File: src/rtl/vt52_cmd_engine.sv
// VT52 command engine: turns a received byte stream into char-buffer,
// cursor and scroll-offset writes, with multi-cycle clear/scroll/erase fills.
module vt52_cmd_engine #(
  parameter int ROWS      = 25,
  parameter int COLS      = 80,
  parameter int ROW_BITS  = 5,
  parameter int COL_BITS  = 7,
  parameter int ADDR_BITS = 11
) (
  input  logic                 clk,
  input  logic                 reset,
  input  logic [7:0]           data,
  input  logic                 valid,
  output logic                 ready,
  output logic [7:0]           new_char,
  output logic [ADDR_BITS-1:0] new_char_address,
  output logic                 new_char_wen,
  output logic [COL_BITS-1:0]  new_cursor_x,
  output logic [ROW_BITS-1:0]  new_cursor_y,
  output logic                 new_cursor_wen,
  output logic [ADDR_BITS-1:0] new_first_char,
  output logic                 new_first_char_wen
);

  typedef logic [ADDR_BITS:0]   wa_t;
  typedef logic [ADDR_BITS-1:0] ad_t;
  typedef logic [COL_BITS-1:0]  cx_t;
  typedef logic [COL_BITS:0]    cw_t;
  typedef logic [ROW_BITS-1:0]  ry_t;

  typedef enum logic [2:0] {
    CLEAR, IDLE, ESC, ESC_Y_ROW, ESC_Y_COL, FILL
  } st_t;

  localparam wa_t CELLS_W = wa_t'(ROWS * COLS);
  localparam wa_t COLS_W  = wa_t'(COLS);
  localparam wa_t LAST_W  = wa_t'((ROWS - 1) * COLS);
  localparam cx_t XMAX    = cx_t'(COLS - 1);
  localparam ry_t YMAX    = ry_t'(ROWS - 1);

  st_t st_q, st_d;
  cx_t x_q, x_d;
  ry_t y_q, y_d;
  ry_t row_q, row_d;
  ad_t fc_q;
  ad_t fa_q;
  wa_t fn_q;

  logic rdy_q, cw_q, cuw_q, fw_q;
  logic [7:0] ch_q;
  ad_t ca_q, fo_q;
  cx_t cx_q;
  ry_t cy_q;

  logic wr, scroll, fill;
  wa_t  lin, fcnt;
  ad_t  cur_addr, fc_nx, bot, fa_inc;
  cw_t  tab;

  function automatic ad_t wrap(input wa_t v);
    wa_t r;
    r = (v >= CELLS_W) ? v - CELLS_W : v;
    return r[ADDR_BITS-1:0];
  endfunction

  // ESC Y coordinates are offset by 0x20 and clamped into the screen
  function automatic logic [7:0] yclamp(input logic [7:0] b,
                                        input logic [7:0] mx);
    logic [7:0] v;
    v = b - 8'h20;
    if (b < 8'h20) return 8'h00;
    if (v > mx) return mx;
    return v;
  endfunction

  always_comb begin
    lin      = wa_t'(y_q) * COLS_W + wa_t'(x_q);
    cur_addr = wrap(wa_t'(fc_q) + lin);
    fc_nx    = wrap(wa_t'(fc_q) + COLS_W);
    bot      = wrap(wa_t'(fc_nx) + LAST_W);
    fa_inc   = wrap(wa_t'(fa_q) + wa_t'(1));
    tab      = (cw_t'(x_q) | cw_t'(7)) + cw_t'(1);
    st_d     = IDLE;
    x_d      = x_q;
    y_d      = y_q;
    row_d    = row_q;
    wr       = 1'b0;
    scroll   = 1'b0;
    fill     = 1'b0;
    fcnt     = '0;
    unique case (st_q)
      IDLE: begin
        unique case (1'b1)
          (data >= 8'h20 && data <= 8'h7e): begin
            wr = 1'b1;
            if (x_q == XMAX) begin
              x_d = '0;
              if (y_q == YMAX) scroll = 1'b1;
              else y_d = y_q + 1'b1;
            end else begin
              x_d = x_q + 1'b1;
            end
          end
          (data == 8'h0d): x_d = '0;
          (data == 8'h0a): begin
            if (y_q == YMAX) scroll = 1'b1;
            else y_d = y_q + 1'b1;
          end
          (data == 8'h08): if (x_q != '0) x_d = x_q - 1'b1;
          (data == 8'h09):
            x_d = (tab > cw_t'(COLS - 1)) ? XMAX : cx_t'(tab);
          (data == 8'h1b): st_d = ESC;
          default: ;
        endcase
      end
      ESC: begin
        unique case (1'b1)
          (data == 8'h41): if (y_q != '0) y_d = y_q - 1'b1;
          (data == 8'h42): if (y_q != YMAX) y_d = y_q + 1'b1;
          (data == 8'h43): if (x_q != XMAX) x_d = x_q + 1'b1;
          (data == 8'h44): if (x_q != '0) x_d = x_q - 1'b1;
          (data == 8'h48): begin
            x_d = '0;
            y_d = '0;
          end
          (data == 8'h4a): begin
            fill = 1'b1;
            fcnt = CELLS_W - lin;
          end
          (data == 8'h4b): begin
            fill = 1'b1;
            fcnt = COLS_W - wa_t'(x_q);
          end
          (data == 8'h59): st_d = ESC_Y_ROW;
          default: ;
        endcase
      end
      ESC_Y_ROW: begin
        row_d = ry_t'(yclamp(data, 8'(ROWS - 1)));
        st_d  = ESC_Y_COL;
      end
      ESC_Y_COL: begin
        y_d = row_q;
        x_d = cx_t'(yclamp(data, 8'(COLS - 1)));
      end
      default: ;
    endcase
  end

  always_ff @(posedge clk) begin
    if (reset) begin
      st_q  <= CLEAR;
      x_q   <= '0;
      y_q   <= '0;
      row_q <= '0;
      fc_q  <= '0;
      fa_q  <= '0;
      fn_q  <= CELLS_W;
      rdy_q <= 1'b0;
      ch_q  <= 8'h20;
      ca_q  <= '0;
      cw_q  <= 1'b0;
      cx_q  <= '0;
      cy_q  <= '0;
      cuw_q <= 1'b0;
      fo_q  <= '0;
      fw_q  <= 1'b0;
    end else begin
      cw_q  <= 1'b0;
      cuw_q <= 1'b0;
      fw_q  <= 1'b0;
      unique case (st_q)
        CLEAR, FILL: begin
          if (fn_q != '0) begin
            cw_q <= 1'b1;
            ch_q <= 8'h20;
            ca_q <= fa_q;
            fa_q <= fa_inc;
            fn_q <= fn_q - 1'b1;
          end else begin
            // one idle cycle after the last write before reopening input
            rdy_q <= 1'b1;
            cuw_q <= 1'b1;
            cx_q  <= x_q;
            cy_q  <= y_q;
            st_q  <= IDLE;
            if (st_q == CLEAR) begin
              fw_q <= 1'b1;
              fo_q <= fc_q;
            end
          end
        end
        default: begin
          if (valid && rdy_q) begin
            st_q  <= st_d;
            x_q   <= x_d;
            y_q   <= y_d;
            row_q <= row_d;
            cuw_q <= 1'b1;
            cx_q  <= x_d;
            cy_q  <= y_d;
            if (wr) begin
              cw_q <= 1'b1;
              ch_q <= data;
              ca_q <= cur_addr;
            end
            if (scroll) begin
              fc_q  <= fc_nx;
              fo_q  <= fc_nx;
              fw_q  <= 1'b1;
              st_q  <= FILL;
              fa_q  <= bot;
              fn_q  <= COLS_W;
              rdy_q <= 1'b0;
            end
            if (fill) begin
              st_q  <= FILL;
              fa_q  <= cur_addr;
              fn_q  <= fcnt;
              rdy_q <= 1'b0;
            end
          end
        end
      endcase
    end
  end

  assign ready              = rdy_q;
  assign new_char           = ch_q;
  assign new_char_address   = ca_q;
  assign new_char_wen       = cw_q;
  assign new_cursor_x       = cx_q;
  assign new_cursor_y       = cy_q;
  assign new_cursor_wen     = cuw_q;
  assign new_first_char     = fo_q;
  assign new_first_char_wen = fw_q;

endmodule
File: config.mk
export PLATFORM = sky130hd
export DESIGN_NAME = vt52_cmd_engine
export DESIGN_NICKNAME = d
export VERILOG_FILES = /design/src/rtl/vt52_cmd_engine.sv
export SDC_FILE = /design/constraint.sdc
export NUM_CORES = 1
export LEC_CHECK = 0
export BUFFER_PORTS_ARGS = -buffer_cell sky130_fd_sc_hd__buf_2
export CORE_MARGIN = 2
export CORE_UTILIZATION = 40
export CTS_CLUSTER_SIZE = 20
export DETAILED_ROUTE_END_ITERATION = 8
export PLACE_DENSITY = 0.66
export SYNTH_ARGS = -nofsm -noshare
export SYNTH_HDL_FRONTEND = slang
export SYNTH_SLANG_ARGS = --single-unit
export TNS_END_PERCENT = 50
File: constraint.sdc
create_clock -name clk -period 6.8 [get_ports clk]
set_input_delay 0 -clock clk [delete_from_list [all_inputs] [get_ports clk]]
set_output_delay 0 -clock clk [all_outputs]
set_load 0.03 [all_outputs]
==> flow_summary_export.csv <==
group,metric,value,unit
status,outcome,"finished clean",
grt,grt_max_degree,82,
critical_path,cp_common_cell,"xnor2_1",
cts,cts_tree,"built",
synthesis,yosysWarnings,0,
grt,antenna_found_initial,0,
sta,max_freq,221,MHz
cells_and_area,finalInstanceArea,8590,µm²
route,wirelength,24300,µm
sta,slew_viol_final,0,
cells_and_area,fin_nets,1132,
critical_path,worstPathCellList,"inv_1 > fa_1 > nor2b_1 > o21ai_0 > xnor2_1 > ha_1 > o21a_1 > o31a_1 > or4b_1 > nand3_1 > and4b_1 > nor2_1 > xnor2_1 > a22oi_1 > a221oi_2",
critical_path,setup.worst_path.end_class,"flop",
synthesis,yosysTopAreaCell,"dfxtp_1",
pwr,ir_worst_vdd,0.000127,V
route,drt-pass1-iter-count,7,
floorplanning,core-area,19600,µm²
pwr,power.density,134,nW/µm²
sta,worst_hold_slack,0.0169,ns
cells_and_area,drive_gt1_frac,0.0990,
sta,period_share,0.665,
floorplanning,dieArea,21200,µm²
floorplanning,die_h,146,µm
route,num_vias,8099,
critical_path,start_kind,"flop",
placed_design,gp_congestion,0.968,
grt,grt_overflow,0,
synthesis,ys_seq_area_frac,0.229,
sta,max-slew-margin-rel,0.232,
synthesis,synth-seq-cells,92,
critical_path,required,7.08,ns
route,drcViolationCount,0,
synthesis,async_flop_share,0,
cts,cts_sinks,92,
sta,rsz0062_at_grt,"no",
floorplanning,row_count,51,
critical_path,cp_max_fo,18,
placed_design,port_buffers,52,
job,cap_violations,0,
cells_and_area,diodes,0,
synthesis,synthFlopType,"dfxtp_1",
critical_path,cp_num_buf_inv,1,
worst_hold_path,hold_class,"in -> reg",
floorplanning,start_util,0.410,
critical_path,worstSetupPathType,"reg -> reg",
critical_path,arrival,4.81,ns
cells_and_area,final_cell_mix,"nor2_1, nand2_1, a21oi_1",
synthesis,synth-edff-count,0,
sta,setup_violations,0,
grt,track_usage,0.227,
synthesis,synth_cell_types,99,
grt,grt_pass1_wl,39700,µm
critical_path,r2r_slack,2.28,ns
placed_design,hpwl,17100,µm
cts,clock_latency,0.38,ns
critical_path,crit_cells,15,
placed_design,post-place-ws,2.36,ns
sta,skew,0.0117,ns
pwr,power,1150,µW
route,first_iter_violations,823,
critical_path,cp_slowest_cell,"dfxtp_1",
cts,cts_buffer_depth,2,
cells_and_area,syn2layout_area_growth,6.93,%
cts,clk_pin_slew,0.07,ns
sta,setup_ws,2.28,ns
critical_path,cpPeakStageDelay,0.83,ns
critical_path,reg2reg_depth,15,
sta,setup_tns,0,ns
cts,root_buffer,"clkbuf_16",
floorplanning,die_w,146,µm
cells_and_area,fillCellCount,2043,
placed_design,placed_area,8260,µm²
route,drt-wirelength-per-cell,18.0,µm
floorplanning,ios,57,
synthesis,syn-cell-area,8040,µm²
synthesis,synthCells,1087,
sta,hold_violations,0,
grt,grt_pass1_vias,7460,
sta,finalCriticalPeriod,4.52,ns
synthesis,synth.area.top_cells,"dfxtp_1, ha_1, nor2_1",
sta,worst_pin_slew,1.15,ns
cells_and_area,final_common_cell,"nor2_1",
pwr,p_leak,0.00324,µW
route,ant_nets,0,
worst_hold_path,hold-path-cell-count,3,
cts,h-tree-depth,3,
synthesis,synth_top_cell_area_share,0.229,
synthesis,syn_avg_cell_area,7.39,µm²
cts,numCtsBuffers,9,
critical_path,cpLargestDelayFamily,"simple AND/OR/NAND/NOR gates",
route,vias_per_cell,6.02,
==> flip-flops by register name, summed over array words and instances (netlist names), 3 cells and up <==
register and count:
fn_q 12, fa_q 11, new_char_address 11, new_char 8, fc_q 7, new_cursor_x 7, new_first_char 7, x_q 7
new_cursor_y 5, row_q 5, y_q 5, st_q 3
==> repair_timing <==
item,in CTS,in global routing
setup endpoints to repair,0,0
hold endpoints to repair,4,0
gates resized for setup,0,0
hold buffers,4,0
setup buffers,0,0
==> synth_stat cells, types with 12 or more instances <==
cell type,count
buf_2,29
o21ai_0,55
a21o_1,12
a22oi_1,13
and3_1,14
nand3_1,30
ha_1,42
nor2b_1,18
xnor2_1,36
xor2_1,19
clkbuf_1,42
nor2_1,140
inv_1,32
nor3_1,29
a21oi_1,96
dfxtp_1,92
nand2_1,98
o22ai_1,15
a211oi_1,31
==> metrics by stage <==
| stage | utilization | instances |
|---|---|---|
| 5_1_grt | 0.439 | 1346 |
| 6_report | 0.439 | 1346 |
| 3_3_place_gp | 0.422 | 1326 |
| 3_5_place_dp | 0.422 | 1326 |
| 4_1_cts | 0.439 | 1346 |
| 2_1_floorplan | - | 1090 |
==> kinds of logic after synthesis <==
group / share of synthesized area
simple gates: 0.264
compound gates: 0.294
buf+inv: 0.0685
flops: 0.229
xor+xnor: 0.0620
fa+ha+maj: 0.0729
mux: 0.00903
other cells: 0.000467
==> cell type report <==
type | count | area (µm²) | area share
well taps | 265 | 332 | 0.0386
repair buffers | 61 | 338 | 0.0393
clock buffers | 9 | 225 | 0.0262
multi-input cells | 879 | 5660 | 0.659
inverters | 33 | 124 | 0.0144
flip-flops and latches | 92 | 1840 | 0.214
clock inverters | 7 | 70.1 | 0.00815
==> power breakdown <==
part / internal [µW] / total, µW / switching (µW)
clock: 258 / 520 / 262
sequential: 546 / 554 / 8.28
combinational: 27.0 / 79.6 / 52.6
==> worst paths after layout <==
kind / end / from
max reg2reg: fa_q[4]$_SDFFE_PP0P_ / x_q[5]$_SDFFE_PP0P_
min reg2reg: new_cursor_x[0]$_SDFFE_PP0P_ / new_cursor_x[0]$_SDFFE_PP0P_
min: new_char[0]$_SDFFE_PP0P_ / data[0]
max: fa_q[4]$_SDFFE_PP0P_ / x_q[5]$_SDFFE_PP0P_
==> routing by layer <==
metal	vias up	global-route usage	routed length [µm]
met3	55	0.0433	1640
met2	350	0.359	11100
met4	0	0.0716	592
li1	3941	-	-
met5	-	0	0
met1	3753	0.313	11000
==> worst register-to-register path, cell delays in order (launching register included) <==
cell	delay (ns)
dfxtp_1	0.83
inv_1	0.26
fa_1	0.51
nor2b_1	0.11
o21ai_0	0.12
xnor2_1	0.33
ha_1	0.37
o21a_1	0.14
o31a_1	0.12
or4b_1	0.47
nand3_1	0.13
and4b_1	0.31
nor2_1	0.10
xnor2_1	0.26
a22oi_1	0.16
a221oi_2	0.25
Note: power is estimated with default switching activity, not from simulation.
